### src/rtl/aileron_cmd_slew.sv
// Aileron command slew stage: walks the sign-magnitude angle bus toward the
// latched target one magnitude step at a time. Optional clamp: AILERON_MAG_LIMIT_EN.
module aileron_cmd_slew #(
  parameter int STEP_DIV      = 4,
  parameter int NEUTRAL_DWELL = 2,
  parameter int MAG_LIMIT     = 6
) (
  input  logic       clk,
  input  logic       rst_n,
  input  logic       cmd_valid,
  input  logic [3:0] cmd_ang,
  output logic       cmd_ready,
  output logic [3:0] ang,
  output logic       busy,
  output logic       at_target
);

  typedef enum logic [1:0] {IDLE, MOVE, DWELL} state_t;

  localparam int PW = (STEP_DIV > 1) ? $clog2(STEP_DIV) : 1;
  localparam int DW = (NEUTRAL_DWELL > 1) ? $clog2(NEUTRAL_DWELL) : 1;

  state_t        state;
  logic [3:0]    target;
  logic [PW-1:0] presc;
  logic [DW-1:0] dwell_cnt;

  logic       accept;
  logic [3:0] cmd_target;
  logic [3:0] tgt_eff;
  logic       step_fire;
  logic [3:0] step_ang;
  logic       to_dwell;

  // Magnitude 0 always maps to 4'b0000 so the bus never carries "negative zero".
  function automatic logic [3:0] normalize(input logic [3:0] a);
    logic [2:0] m;
    m = a[2:0];
`ifdef AILERON_MAG_LIMIT_EN
    if (m > 3'(MAG_LIMIT)) m = 3'(MAG_LIMIT);
`endif
    if (m == 3'd0) return 4'b0000;
    return {a[3], m};
  endfunction

`ifndef AILERON_MAG_LIMIT_EN
  logic unused_mag_limit;
  assign unused_mag_limit = |3'(MAG_LIMIT);
`endif

  // Handshake: a command transfers on any rising edge where cmd_valid and
  // cmd_ready are both high; cmd_ready drops only while dwelling at neutral.
  assign cmd_ready  = (state != DWELL);
  assign busy       = (state != IDLE);
  assign at_target  = (state == IDLE) && (ang == target);
  assign accept     = cmd_valid & cmd_ready;
  assign cmd_target = normalize(cmd_ang);
  assign tgt_eff    = accept ? cmd_target : target;
  assign step_fire  = (presc == PW'(STEP_DIV - 1));

  // One magnitude step toward tgt_eff; reversals always pass through neutral.
  always_comb begin
    step_ang = ang;
    to_dwell = 1'b0;
    if (ang[2:0] == 3'd0) begin
      if (tgt_eff[2:0] != 3'd0) step_ang = {tgt_eff[3], 3'd1};
    end else if (ang[3] == tgt_eff[3]) begin
      if (ang[2:0] < tgt_eff[2:0])      step_ang = {ang[3], ang[2:0] + 3'd1};
      else if (ang[2:0] > tgt_eff[2:0]) step_ang = {ang[3], ang[2:0] - 3'd1};
    end else if (ang[2:0] > 3'd1) begin
      step_ang = {ang[3], ang[2:0] - 3'd1};
    end else begin
      step_ang = 4'b0000;
      to_dwell = (tgt_eff[2:0] != 3'd0);
    end
  end

  always_ff @(posedge clk or negedge rst_n) begin
    if (!rst_n) begin
      state     <= IDLE;
      ang       <= 4'b0000;
      target    <= 4'b0000;
      presc     <= '0;
      dwell_cnt <= '0;
    end else begin
      case (state)
        IDLE: begin
          if (accept) begin
            target <= cmd_target;
            if (cmd_target != ang) begin
              state <= MOVE;
              presc <= '0;
            end
          end
        end
        MOVE: begin
          if (accept) target <= cmd_target;
          if (step_fire) begin
            presc <= '0;
            ang   <= step_ang;
            if (step_ang == tgt_eff) begin
              state <= IDLE;
            end else if (to_dwell) begin
              state     <= DWELL;
              dwell_cnt <= '0;
            end
          end else begin
            presc <= presc + PW'(1);
          end
        end
        DWELL: begin
          if (dwell_cnt == DW'(NEUTRAL_DWELL - 1)) begin
            state     <= MOVE;
            presc     <= '0;
            dwell_cnt <= '0;
          end else begin
            dwell_cnt <= dwell_cnt + DW'(1);
          end
        end
        default: state <= IDLE;
      endcase
    end
  end

endmodule

### config.mk
export PLATFORM = sky130hd
export DESIGN_NAME = aileron_cmd_slew
export DESIGN_NICKNAME = d
export VERILOG_FILES = /design/src/rtl/aileron_cmd_slew.sv
export SDC_FILE = /design/constraint.sdc
export NUM_CORES = 1
export LEC_CHECK = 0
export CELL_PAD_IN_SITES_DETAIL_PLACEMENT = 0
export CELL_PAD_IN_SITES_GLOBAL_PLACEMENT = 2
export CORE_AREA = 2 2 62 64
export DETAILED_ROUTE_END_ITERATION = 8
export DIE_AREA = 0 0 64 66
export PLACE_DENSITY_LB_ADDON = 0.05
export SLEW_MARGIN = 20
export SYNTH_ARGS = -nofsm -noshare
export SYNTH_HDL_FRONTEND = slang
export SYNTH_SLANG_ARGS = --single-unit
### constraint.sdc
create_clock -name clk -period 7.19 [get_ports clk]
set_input_delay 1.7975 -clock clk [delete_from_list [all_inputs] [get_ports clk]]
set_output_delay 1.7975 -clock clk [all_outputs]
set_load 0.02 [all_outputs]
Yosys cells after proc, flatten, opt, wreduce, memory -nomap -nowiden
Cells that the tools add are included.
Storage, ports and cells
  flip-flop bits (word level): 13
  input port bits: 7
  output and inout bits: 7
  logic and storage cells: 71
Operators by class
  add/subtract/negate cells: 4
  $lt $le $gt $ge: 3
  equal/unequal tests: 15
  multiplexer cells: 30
  bitwise logic cells: 1
  reduce and logical (&&, ||, !) cells: 13
Operators by type and width (count)
  2-to-1 mux 4 bit: 7
  2-to-1 mux 2 bit: 10
  != test 2 bit (second input constant): 6
  case mux 2 bit (3 select lines): 2
  equality test 4 bit: 2
  2-to-1 mux 1 bit: 8
  AND reduction 4 bit: 2
  logical NOT 3 bit: 2
  2-to-1 mux 3 bit: 2
  nonzero test 3 bit: 2
  AND reduction 5 bit: 1
  equality test 2 bit (second input constant): 2
  != test 4 bit: 1
  nonzero test 2 bit: 2
  adder 3 x 1 -> 3 bit (second input constant): 1
  > comparator 3 x 1 -> 1 bit (second input constant): 1
  > comparator 3 bit: 1
  < comparator 3 bit: 1
  != test 3 bit (second input constant): 1
  subtractor 3 x 1 -> 3 bit (second input constant): 1
  adder 2 x 1 -> 2 bit (second input constant): 1
  equality test 2 x 1 -> 1 bit (second input constant): 1
  logical NOT 2 bit: 1
  != test 2 x 1 -> 1 bit (second input constant): 1
  other kinds (7): 7

Longest topological paths before layout
Gate-level depths: netlist of run 1.
  depth in word-level cells: 13
  depth in mapped cells: 13
  gate-level depth less buffers: 13

Worst setup path after synthesis of run 1
Ideal clock, no wire load.
  path kind: input to register
  start point: in cmd_valid
  end point: reg state[0]
  setup time: 0.088 ns
  data arrival time: 3.886 ns
  data required time: 7.102 ns
  slack: 3.215 ns
  stages: 11
  path buffers: 0
  cell sequence: nand2_4 mux2_2 ha_1 and2_1 o2111ai_1 nand2_1 o31a_1 a21oi_1 a221oi_2 mux2_1 a41oi_1
On the way
  word-level cells in the longest chain between the ends: 11
  elaborated cells on any way between the ends: 21
  those cells by class: order compare (2); eq/ne (4); mux (12); bitwise (1); reduce/logical (2)
Ends and longest elaborated chain
  start: declaration: RTL line 10  | input logic cmd_valid,
  bitwise AND 1 bit *: RTL line 56  | assign accept = cmd_valid & cmd_ready;
  2-to-1 mux 4 bit *
  net tgt_eff[0]: RTL line 30  | logic [3:0] tgt_eff;
  > comparator 3 bit: RTL line 69  | else if (ang[2:0] > tgt_eff[2:0]) step_ang = {ang[3], ang[2:0] - 3'd1};
  2-to-1 mux 3 bit: RTL line 69
  2-to-1 mux 3 bit: RTL line 68  | if (ang[2:0] < tgt_eff[2:0]) step_ang = {ang[3], ang[2:0] + 3'd1};
  2-to-1 mux 4 bit: RTL line 67  | end else if (ang[3] == tgt_eff[3]) begin
  2-to-1 mux 4 bit: RTL line 65  | if (ang[2:0] == 3'd0) begin
  equality test 4 bit: RTL line 101  | if (step_ang == tgt_eff) begin
  2-to-1 mux 2 bit: RTL line 101
  2-to-1 mux 2 bit: RTL line 98  | if (step_fire) begin
  case mux 2 bit (3 select lines): RTL line 86  | case (state)
  end signal: assignment: RTL line 91  | state <= MOVE;
  end signal: assignment: RTL line 102  | state <= IDLE;
  end signal: assignment: RTL line 104  | state <= DWELL;
  end: declaration: RTL line 23  | state_t state;
The timed path passes the listed nets; every way through them passes the cells marked *. The select of a mux whose other input is x is not followed.
A chain may end at the register's enable or synchronous reset.

Worst setup path after layout of run 1
  start point: in cmd_valid
  end point: reg state[0]
On the way
  word-level cells in the longest chain between the ends: 11
  elaborated cells on any way between the ends: 21
  those cells by class: order compare (2); eq/ne (4); mux (12); bitwise (1); reduce/logical (2)
Ends and longest elaborated chain (RTL line)
  bitwise AND 1 bit *: 56
  2-to-1 mux 4 bit
  > comparator 3 bit: 69
  2-to-1 mux 3 bit: 69
  2-to-1 mux 3 bit: 68
  2-to-1 mux 4 bit: 67
  2-to-1 mux 4 bit: 65
  equality test 4 bit: 101
  2-to-1 mux 2 bit: 101
  2-to-1 mux 2 bit: 98
  case mux 2 bit (3 select lines): 86
Every way passes the cells marked *; elsewhere a longest branch is shown, timed or not. The select of a mux whose other input is x is not followed.

==> metrics.yaml, run 1 <==
finalPower_uw: 566
synthCells: 141
nNetsFinal: 168
timing.final.ws_setup_ns: 2.65
async_reset_ff_share_pct: 100
rows: 22
cts-buffers-inserted: 3
final_max_slew_viol_count: 0
fillCellCount: 370
startpoint: "cmd_valid"
grt_max_degree: 16
syn_nets: 154
yosysTopAreaCell: "dfrtp_1"
cap_violations: 0
worstPathRequired_ns: 7.38
syn_area_um2: 1220
dp_hpwl_um: 2460
grt_setup_unrepaired: "no"
first_global_vias: 1121
final_antenna_net_count: 0
drive_above_1_share_pct: 11.7
critPathLaunchType: "primary input"
drc: 0
diodes: 0
cts_hold_buf: 0
die_w_um: 64
synth_seq_cells: 13
drt_iter0_drc: 39
irDropWorstVdd_mv: 0.130
r2r_start: "state[1]"
period_minus_slack_ns: 4.54
cts_repair_resize_count: 0
vias: 1110
path_max_fanout: 5
post_cts_buffers: 0
p_per_area_nw_per_um2: 398
num_io_pins: 14
fmax_mhz: 220
slew_headroom_pct: 60.7
cts.sinks: 13
path_clk_slew_ns: 0.08
worstMarginPinSlew_ns: 0.587
dr.pass1.iters: 4
wl_um: 3230
place.gp.congestion: 0.795
post-place-ws_ns: 2.39
ys_top_cells_by_area: "dfrtp_1, ha_1, mux2_2"
setup_viol: 0
r2r_cells: 12
fp.coreArea_um2: 3550
dieArea_um2: 4220
leakagePower_nw: 0.579
r2r_slack_ns: 3.50
die_h_um: 66
ys_seq_area_share_pct: 26.7
endpoint: "state[0]"
clock_path_buffers: 2
grt_pass1_wl_um: 5630
syn_area_per_cell_um2: 8.65
h-tree-depth: 1
crit_type: "in2reg"
cts_tree: "yes"
vias_per_cell: 5.50
status: "completed"
initial_core_util_pct: 34.4
worstHoldPathType: "reg2reg"
arrival_ns: 4.73
gr-total-overflow: 0
fin_util_pct: 40.0
grt_usage_pct: 17.2
wire_per_inst_um: 16.0
finalCritPeriodShare_pct: 63.1
antenna_found_initial: 0
cts-root-buf: "clkbuf_4"
skew_ns: 0.00793
end_kind: "flip-flop"
syn_to_final_growth_pct: 16.5
yosys_warnings: 0
io_buffers: 13
ys_types: 44
clk_latency_ns: 0.27
setup_tns_ns: 0
r2r-end: "state[0]"
synth-edff-count: 0
finalHoldViolCount: 0
yosys_most_used_dff: "dfrtp_1"
synth_top_area_share_pct: 26.7
[cell usage after synthesis (all sizes together) (3+ instances only)]
cell	number
xor2	4
a31oi	3
mux2	7
nor2	10
or2	3
or3	3
and2	3
xnor2	7
dfrtp	13
clkbuf	4
nand3	4
nor2b	3
o21ai	6
nor3	6
inv	9
nand2	9
mux2i	5
a21oi	9
ha	6
[per-layer routing]
metal / track usage, % / share of wire, % / vias to the layer above
li1: - / - / 544
met1: 24.4 / 51 / 544
met2: 27.9 / 46 / 20
met3: 1.36 / 2.9 / 2
met4: 4.89 / 0.25 / 0
met5: 0 / 0 / -
[cell usage in the layout (no fill, tap or decap), types with 4 or more instances in the layout]
| cell type | n |
|---|---|
| xnor2_1 | 6 |
| mux2i_1 | 4 |
| mux2_2 | 6 |
| nor2_1 | 10 |
| inv_1 | 9 |
| xor2_1 | 4 |
| clkdlybuf4s50_1 | 13 |
| o21ai_0 | 6 |
| ha_1 | 6 |
| dfrtp_1 | 13 |
| a21oi_1 | 9 |
| nand2_1 | 8 |
| nand3_1 | 4 |
| nor3_1 | 6 |
[cell type report]
cell class	instances	area (um^2)	area share (%)
Timing Repair Buffer	13	130	9.15
Sequential cell	13	325	22.9
Clock buffer	4	26.3	1.85
Multi-Input combinational cell	114	841	59.2
Tap cell	48	60.1	4.23
Inverter	10	38.8	2.73
[through the flow]
| step | hold WS, ns | std cells | instance area, um^2 |
|---|---|---|---|
| after floorplan | 0.469 | 141 | 1220 |
| after global placement | 0.504 | 198 | 1400 |
| after detailed placement | 0.521 | 198 | 1400 |
| after CTS | 0.545 | 202 | 1420 |
| after global routing | 0.570 | 202 | 1420 |
| final | 0.544 | 202 | 1420 |
[sequential cells by signal, indices dropped and copies added, names as in the netlist]
signal     count
presc          2
ang            4
state          2
dwell_cnt      1
target         4
[logic make-up after synthesis]
group	Yosys count	synth area share (%)
AOI/OAI and AO/OA	40	23.7
DFF	13	26.7
adders and majority gates	6	6.15
and+or+nand+nor	45	19.0
xor gates and xnor gates	11	8.51
buffers and inverters	14	4.41
muxes	12	11.6
[worst min-delay path by stage]
stage	to	start	slack (ns)	depth (start not counted)
finish	presc[1]	presc[1]	0.54	1
global route	presc[1]	presc[1]	0.57	1
CTS	presc[1]	presc[1]	0.55	1
detailed placement	presc[1]	presc[1]	0.52	1
global placement	presc[1]	presc[1]	0.50	1
floorplan	state[1]	dwell_cnt	0.47	1
[critical path, cell delays in order]
cell             delay [ns]
clkdlybuf4s50_1        0.52
nand2_4                0.15
mux2i_1                0.42
ha_1                   0.34
and2_1                 0.20
o2111ai_1              0.11
nand2_1                0.16
a31oi_1                0.41
a21boi_0               0.26
o311ai_0               0.13
a41oi_1                0.23
[where the power goes]
group          internal, mW  switching [mW]  leakage [nW]
Sequential           0.0998          0.0559         0.155
Combinational         0.168           0.199         0.409
Clock                0.0214          0.0221        0.0150
Total                 0.289           0.277         0.579
Note: power is estimated with default switching activity, not from simulation.
==> inputs of run 2 (changes only) <==
Settings changed: CORE_AREA 2 2 62 64 to 2 2 67 69, DIE_AREA 0 0 64 66 to 0 0 69 71.
Clock period 7.19 ns to 4.1 ns, I/O delays scaled along.
==> run 2 against run 1 <==
  * Die area increased by 16%
  * Sequential power up 60%
  * Combinational power rose by 89%
  * Setup slack worse by 2.2 ns
  * Clock power rose to 2.6 times the previous value
  * Largest power group unchanged
  * Highest routed layer unchanged
==> metrics.yaml, run 2 (synthesis gave the netlist of run 1 again) <==
cts-buffers-inserted: 3  # unchanged
path_max_fanout: 6  # +1
seqPwrFrac_pct: 23.7  # -3.8 points
setup_tns_ns: 0  # unchanged
cpMaxStageDelayCell: "clkdlybuf4s50_1"
r2r_slack_ns: 0.66  # -2.84 ns
cap_violations: 0  # unchanged
clk_latency_ns: 0.24  # -0.03 ns
rows: 24  # +9.1%
p_per_area_nw_per_um2: 712  # +79%
finalHoldViolCount: 0  # unchanged
crit_type: "in2reg"
fillCellCount: 461  # +25%
hold_end: "state[1]"
die_w_um: 69  # +7.8%
grt_max_degree: 15  # -1
num_io_pins: 14  # unchanged
r2r_cells: 13  # +1
gr-total-overflow: 0  # unchanged
r2r_start: "state[0]"
diodes: 0  # unchanged
path_clk_slew_ns: 0.06  # -0.02 ns
p_sw_uw: 500  # +81%
seqCellArea_um2: 325  # unchanged
hold-worst-slack_ns: 0.516  # -0.0279 ns
setup_viol: 0  # unchanged
r2r-end: "state[0]"
cts.sinks: 13  # unchanged
grt_usage_pct: 15.5  # -1.7 points
worstPathRequired_ns: 4.26  # -3.12 ns
drive_above_1_share_pct: 14.5  # +2.8 points
worstMarginPinSlew_ns: 0.612  # +0.0252 ns
dieArea_um2: 4900  # +16%
crit_chain: "clkdlybuf4s50_1 > nand2_4 > mux2_2 > ha_1 > and2_1 > o2111ai_1 > nand2_1 > o31a_1 > a21oi_1 > a221oi_2 > mux2_1 > a41oi_1"
slew_headroom_pct: 59.0  # -1.7 points
wl_um: 3590  # +11%
min_path_cells: 1  # unchanged
end_kind: "flip-flop"
dr.pass1.iters: 4  # unchanged
die_h_um: 71  # +7.6%
fp.coreArea_um2: 4200  # +18%
period_minus_slack_ns: 3.68
drt_iter0_drc: 32  # -18%
cts-root-buf: "clkbuf_8"
leakagePower_nw: 0.611  # +5.6%
critPathTopFamily: "compound AO/OA/AOI/OAI gates"
io_buffers: 13  # unchanged
final_max_slew_viol_count: 0  # unchanged
final_antenna_net_count: 0  # unchanged
intPower_uw: 556  # +93%
skew_ns: 0.00263  # -0.00530 ns
worstHoldStart: "dwell_cnt"
syn_to_final_growth_pct: 21.5
initial_core_util_pct: 29.0  # -5.3 points
finalCritPeriodShare_pct: 89.7
vias_per_cell: 5.48  # -0.30%
cts_tree: "yes"
crit_buf_inv: 1  # unchanged
mostFrequentLayoutCells: "dfrtp_1, clkdlybuf4s50_1, nor2_1"
fmax_mhz: 272
cts_hold_buf: 0  # unchanged
wire_per_inst_um: 17.0  # +6.3%
critPathMaxStageDelay_ns: 0.46  # -0.06 ns
vias: 1156  # +4.1%
nNetsFinal: 173  # +3.0%
drc: 0  # unchanged
place.gp.congestion: 0.770  # -3.1%
antenna_found_initial: 0  # unchanged
combPwrFrac_pct: 65.4  # +0.6 points
h-tree-depth: 1  # unchanged
dp_hpwl_um: 2770  # +13%
grt_pass1_wl_um: 5990  # +6.4%
status: "completed"
p_sw_share_pct: 47.3  # -1.6 points
clkPwrFrac_pct: 10.9  # +3.2 points
grt_setup_unrepaired: "no"
top_regs: "ang: 4 flops, target: 4 flops"
post_cts_buffers: 0  # unchanged
irDropWorstVdd_mv: 0.246  # +90%
critPathLaunchType: "primary input"
worstHoldPathType: "reg2reg"
first_global_vias: 1179  # +5.2%
cts_repair_resize_count: 0  # unchanged
multi_input_area_um2: 841  # unchanged
clock_path_buffers: 2  # unchanged
arrival_ns: 3.84  # -0.89 ns
==> run 2: cell count changes in the layout (fill, tap and decap cells not counted), sizes merged <==
| cell | change |
|---|---|
| buf | +5 |
==> run 2: worst register-to-register path, cell delays in order (launching register included) <==
cell,delay (ns)
dfrtp_1,0.48
nor2b_2,0.30
clkinv_2,0.19
nand2_4,0.15
mux2_2,0.41
ha_1,0.28
and2_1,0.16
o2111ai_1,0.13
nand2_1,0.19
o31a_1,0.16
a21oi_1,0.07
a221oi_2,0.32
mux2_1,0.35
a41oi_1,0.17
==> run 2: power by group through the flow <==
stage / Clock [mW] / Sequential, mW / Combinational (mW)
after global routing: 0.129 / 0.262 / 0.777
after detailed placement: 0 / 0.253 / 0.690
after CTS: 0.120 / 0.251 / 0.695
after global placement: 0 / 0.251 / 0.699
final: 0.115 / 0.250 / 0.691
after floorplan: 0 / 0.240 / 0.494
==> run 2: metrics by stage <==
stage               std cells  worst slack [ns]  power (mW)  cell area, um^2  utilization [%]
global route              211             0.174        1.17             1480             35.3
finish                    211             0.422        1.06             1480             35.3
global placement          207             0.228       0.950             1440             34.2
floorplan                 141             0.898       0.734             1220                -
CTS                       211             0.397        1.07             1480             35.3
detailed placement        207             0.152       0.943             1440             34.2
==> run 2: final cells by class <==
type | instances | area share [%]
clock buffer | 4 | 3.04
inverter | 10 | 2.62
tap | 52 | 4.39
multi-input combinational | 114 | 56.7
sequential | 13 | 21.9
timing repair buffer | 18 | 11.3
==> run 2: layer usage <==
layer  vias up  wire, um  share of wire (%)  track usage [%]
li1        561         -                  -                -
met1       554      1680                 47             19.8
met2        31      1670                 47             26.0
met3        10       160                4.5             4.13
met4         0        68                1.9             4.36
met5         -         0                  0                0
==> run 2: worst max path at each step <==
stage                    from  depth (start not counted)        to
floorplan           cmd_valid                         11  state[0]
global route        cmd_valid                         12  state[0]
global placement    cmd_valid                         12  state[0]
detailed placement  cmd_valid                         12  state[0]
CTS                 cmd_valid                         12  state[0]
finish              cmd_valid                         12  state[0]
==> inputs of run 3 (changes only) <==
Settings changed: CTS_BUF_LIST set to sky130_fd_sc_hd__clkbuf_16.
==> run 3 against run 2 <==
  * Global-route usage is 0.12 points higher
  * Final cell count stayed put
  * First-iteration DRC count is 56% higher
  * Sequential share of layout area is 0.49 points lower
  * Sequential power hardly changed
  * Die area stayed put
  * Clock-buffer cell count is 1 lower
  * Fmax is 0.29% lower
  * Setup slack worse by 0.011 ns
  * Flip-flop and latch count stayed put
  * Critical path type unchanged
==> metrics.yaml, run 3 (synthesis gave the netlist of run 1 again) <==
clkPwrFrac_pct: 16.2  # +5.3 points
grt_pass1_wl_um: 6000  # +0.23%
syn_to_final_growth_pct: 24.3
skew_ns: 0.00225  # -0.000382 ns
seqPwrFrac_pct: 22.3  # -1.4 points
combPwrFrac_pct: 61.4  # -4.0 points
cts_hold_buf: 0  # unchanged
worstMarginPinSlew_ns: 0.611  # -0.00185 ns
gr-total-overflow: 0  # unchanged
clock_path_buffers: 2  # unchanged
rows: 24  # unchanged
irDropWorstVdd_mv: 0.249  # +1.5%
fmax_mhz: 271  # -0.29%
vias_per_cell: 5.46  # -0.26%
intPower_uw: 616  # +11%
setup_viol: 0  # unchanged
cts_tree: "yes"
wire_per_inst_um: 16.9  # -0.39%
startpoint: "cmd_valid"
p_sw_share_pct: 45.0  # -2.3 points
path_max_fanout: 6  # unchanged
grt_setup_unrepaired: "no"
setup_tns_ns: 0  # unchanged
fp.coreArea_um2: 4200  # unchanged
post-place-ws_ns: 0.152  # unchanged
cts.sinks: 13  # unchanged
dieArea_um2: 4900  # unchanged
io_buffers: 13  # unchanged
arrival_ns: 3.85  # about the same
finalCritPeriodShare_pct: 90.0  # +0.26 points
p_per_area_nw_per_um2: 739  # +3.8%
h-tree-depth: 1  # unchanged
r2r_cells: 13  # unchanged
cts-buffers-inserted: 3  # unchanged
dr.pass1.iters: 4  # unchanged
drc: 0  # unchanged
clk_latency_ns: 0.24  # about the same
dp.cells: 207  # unchanged
critPathLaunchType: "primary input"
post_cts_buffers: 0  # unchanged
place.gp.congestion: 0.770  # unchanged
end_kind: "flip-flop"
final_antenna_net_count: 0  # unchanged
drt_iter0_drc: 50  # +56%
grt_max_degree: 15  # unchanged
grt_usage_pct: 15.6  # +0.12 points
r2r_slack_ns: 0.66  # about the same
finalHoldViolCount: 0  # unchanged
worstHoldPathType: "reg2reg"
nNetsFinal: 173  # unchanged
final_area_um2: 1520  # +2.3%
p_sw_uw: 505  # +0.90%
diodes: 0  # unchanged
drive_above_1_share_pct: 14.5  # unchanged
r2r_start: "state[0]"
r2r-end: "state[0]"
endpoint: "state[0]"
slew_headroom_pct: 59.2  # +0.12 points
mostFrequentLayoutCells: "dfrtp_1, clkdlybuf4s50_1, inv_1, nor2_1, a21oi_1"
period_minus_slack_ns: 3.69  # +0.0106 ns
leakagePower_nw: 0.631  # +3.2%
worstPathRequired_ns: 4.26  # about the same
dp_hpwl_um: 2770  # unchanged
die_w_um: 69  # unchanged
dpl_cell_area_um2: 1440  # unchanged
layoutNonFillerInstCount: 211  # unchanged
status: "completed"
num_io_pins: 14  # unchanged
first_global_vias: 1180  # +0.085%
hold-worst-slack_ns: 0.515  # -0.00166 ns
initial_core_util_pct: 29.0  # unchanged
antenna_found_initial: 0  # unchanged
fillCellCount: 457  # -0.87%
final_max_slew_viol_count: 0  # unchanged
path_clk_slew_ns: 0.05  # about the same
timing.final.ws_setup_ns: 0.411  # -0.0106 ns
min_path_cells: 1  # unchanged
die_h_um: 71  # unchanged
cts_repair_resize_count: 0  # unchanged
top_regs: "ang: 4 flops, target: 4 flops"
cap_violations: 0  # unchanged
vias: 1153  # -0.26%
cts-root-buf: "clkbuf_16"
wl_um: 3570  # -0.39%
crit_type: "in2reg"
==> run 3: per-stage QoR <==
step	utilization [%]	total power [mW]
6_report	36.1	1.12
5_1_grt	36.1	1.24
4_1_cts	36.1	1.13
3_5_place_dp	34.2	0.943
3_3_place_gp	34.2	0.950
2_1_floorplan	-	0.734
==> run 3: worst min path at each step <==
| stage | endpoint | start | slack (ns) |
|---|---|---|---|
| after detailed placement | state[1] | dwell_cnt | 0.51 |
| after global placement | state[1] | dwell_cnt | 0.50 |
| after global routing | state[1] | dwell_cnt | 0.55 |
| final | state[1] | dwell_cnt | 0.51 |
| after CTS | state[1] | dwell_cnt | 0.52 |
| after floorplan | state[1] | dwell_cnt | 0.47 |
==> run 3: cell type report <==
cell class / instances / area, um^2 / area share (%)
Multi-Input combinational cell: 114 / 841 / 55.4
Timing Repair Buffer: 18 / 168 / 11.1
Clock inverter: 1 / 3.75 / 0.248
Tap cell: 52 / 65.1 / 4.29
Clock buffer: 3 / 75.1 / 4.95
Sequential cell: 13 / 325 / 21.5
Inverter: 10 / 38.8 / 2.56
==> run 3: critical path: stages <==
cell             delay, ns
clkdlybuf4s50_1       0.46
nand2_4               0.12
mux2_2                0.41
ha_1                  0.28
and2_1                0.16
o2111ai_1             0.13
nand2_1               0.19
o31a_1                0.16
a21oi_1               0.07
a221oi_2              0.32
mux2_1                0.35
a41oi_1               0.17
==> run 3: power groups by stage <==
| stage | clock network [mW] | registers, mW | logic [mW] |
|---|---|---|---|
| finish | 0.182 | 0.250 | 0.689 |
| global route | 0.196 | 0.263 | 0.777 |
| CTS | 0.188 | 0.251 | 0.695 |
| detailed placement | 0 | 0.253 | 0.690 |
| global placement | 0 | 0.251 | 0.699 |
| floorplan | 0 | 0.240 | 0.494 |
==> run 3: routing by layer <==
layer  vias up  track usage, %  routed length (um)
li1        561               -                   -
met1       555            19.5                1670
met2        29            26.4                1690
met3         8            4.13                 155
met4         0            5.01                  62
met5         -               0                   0
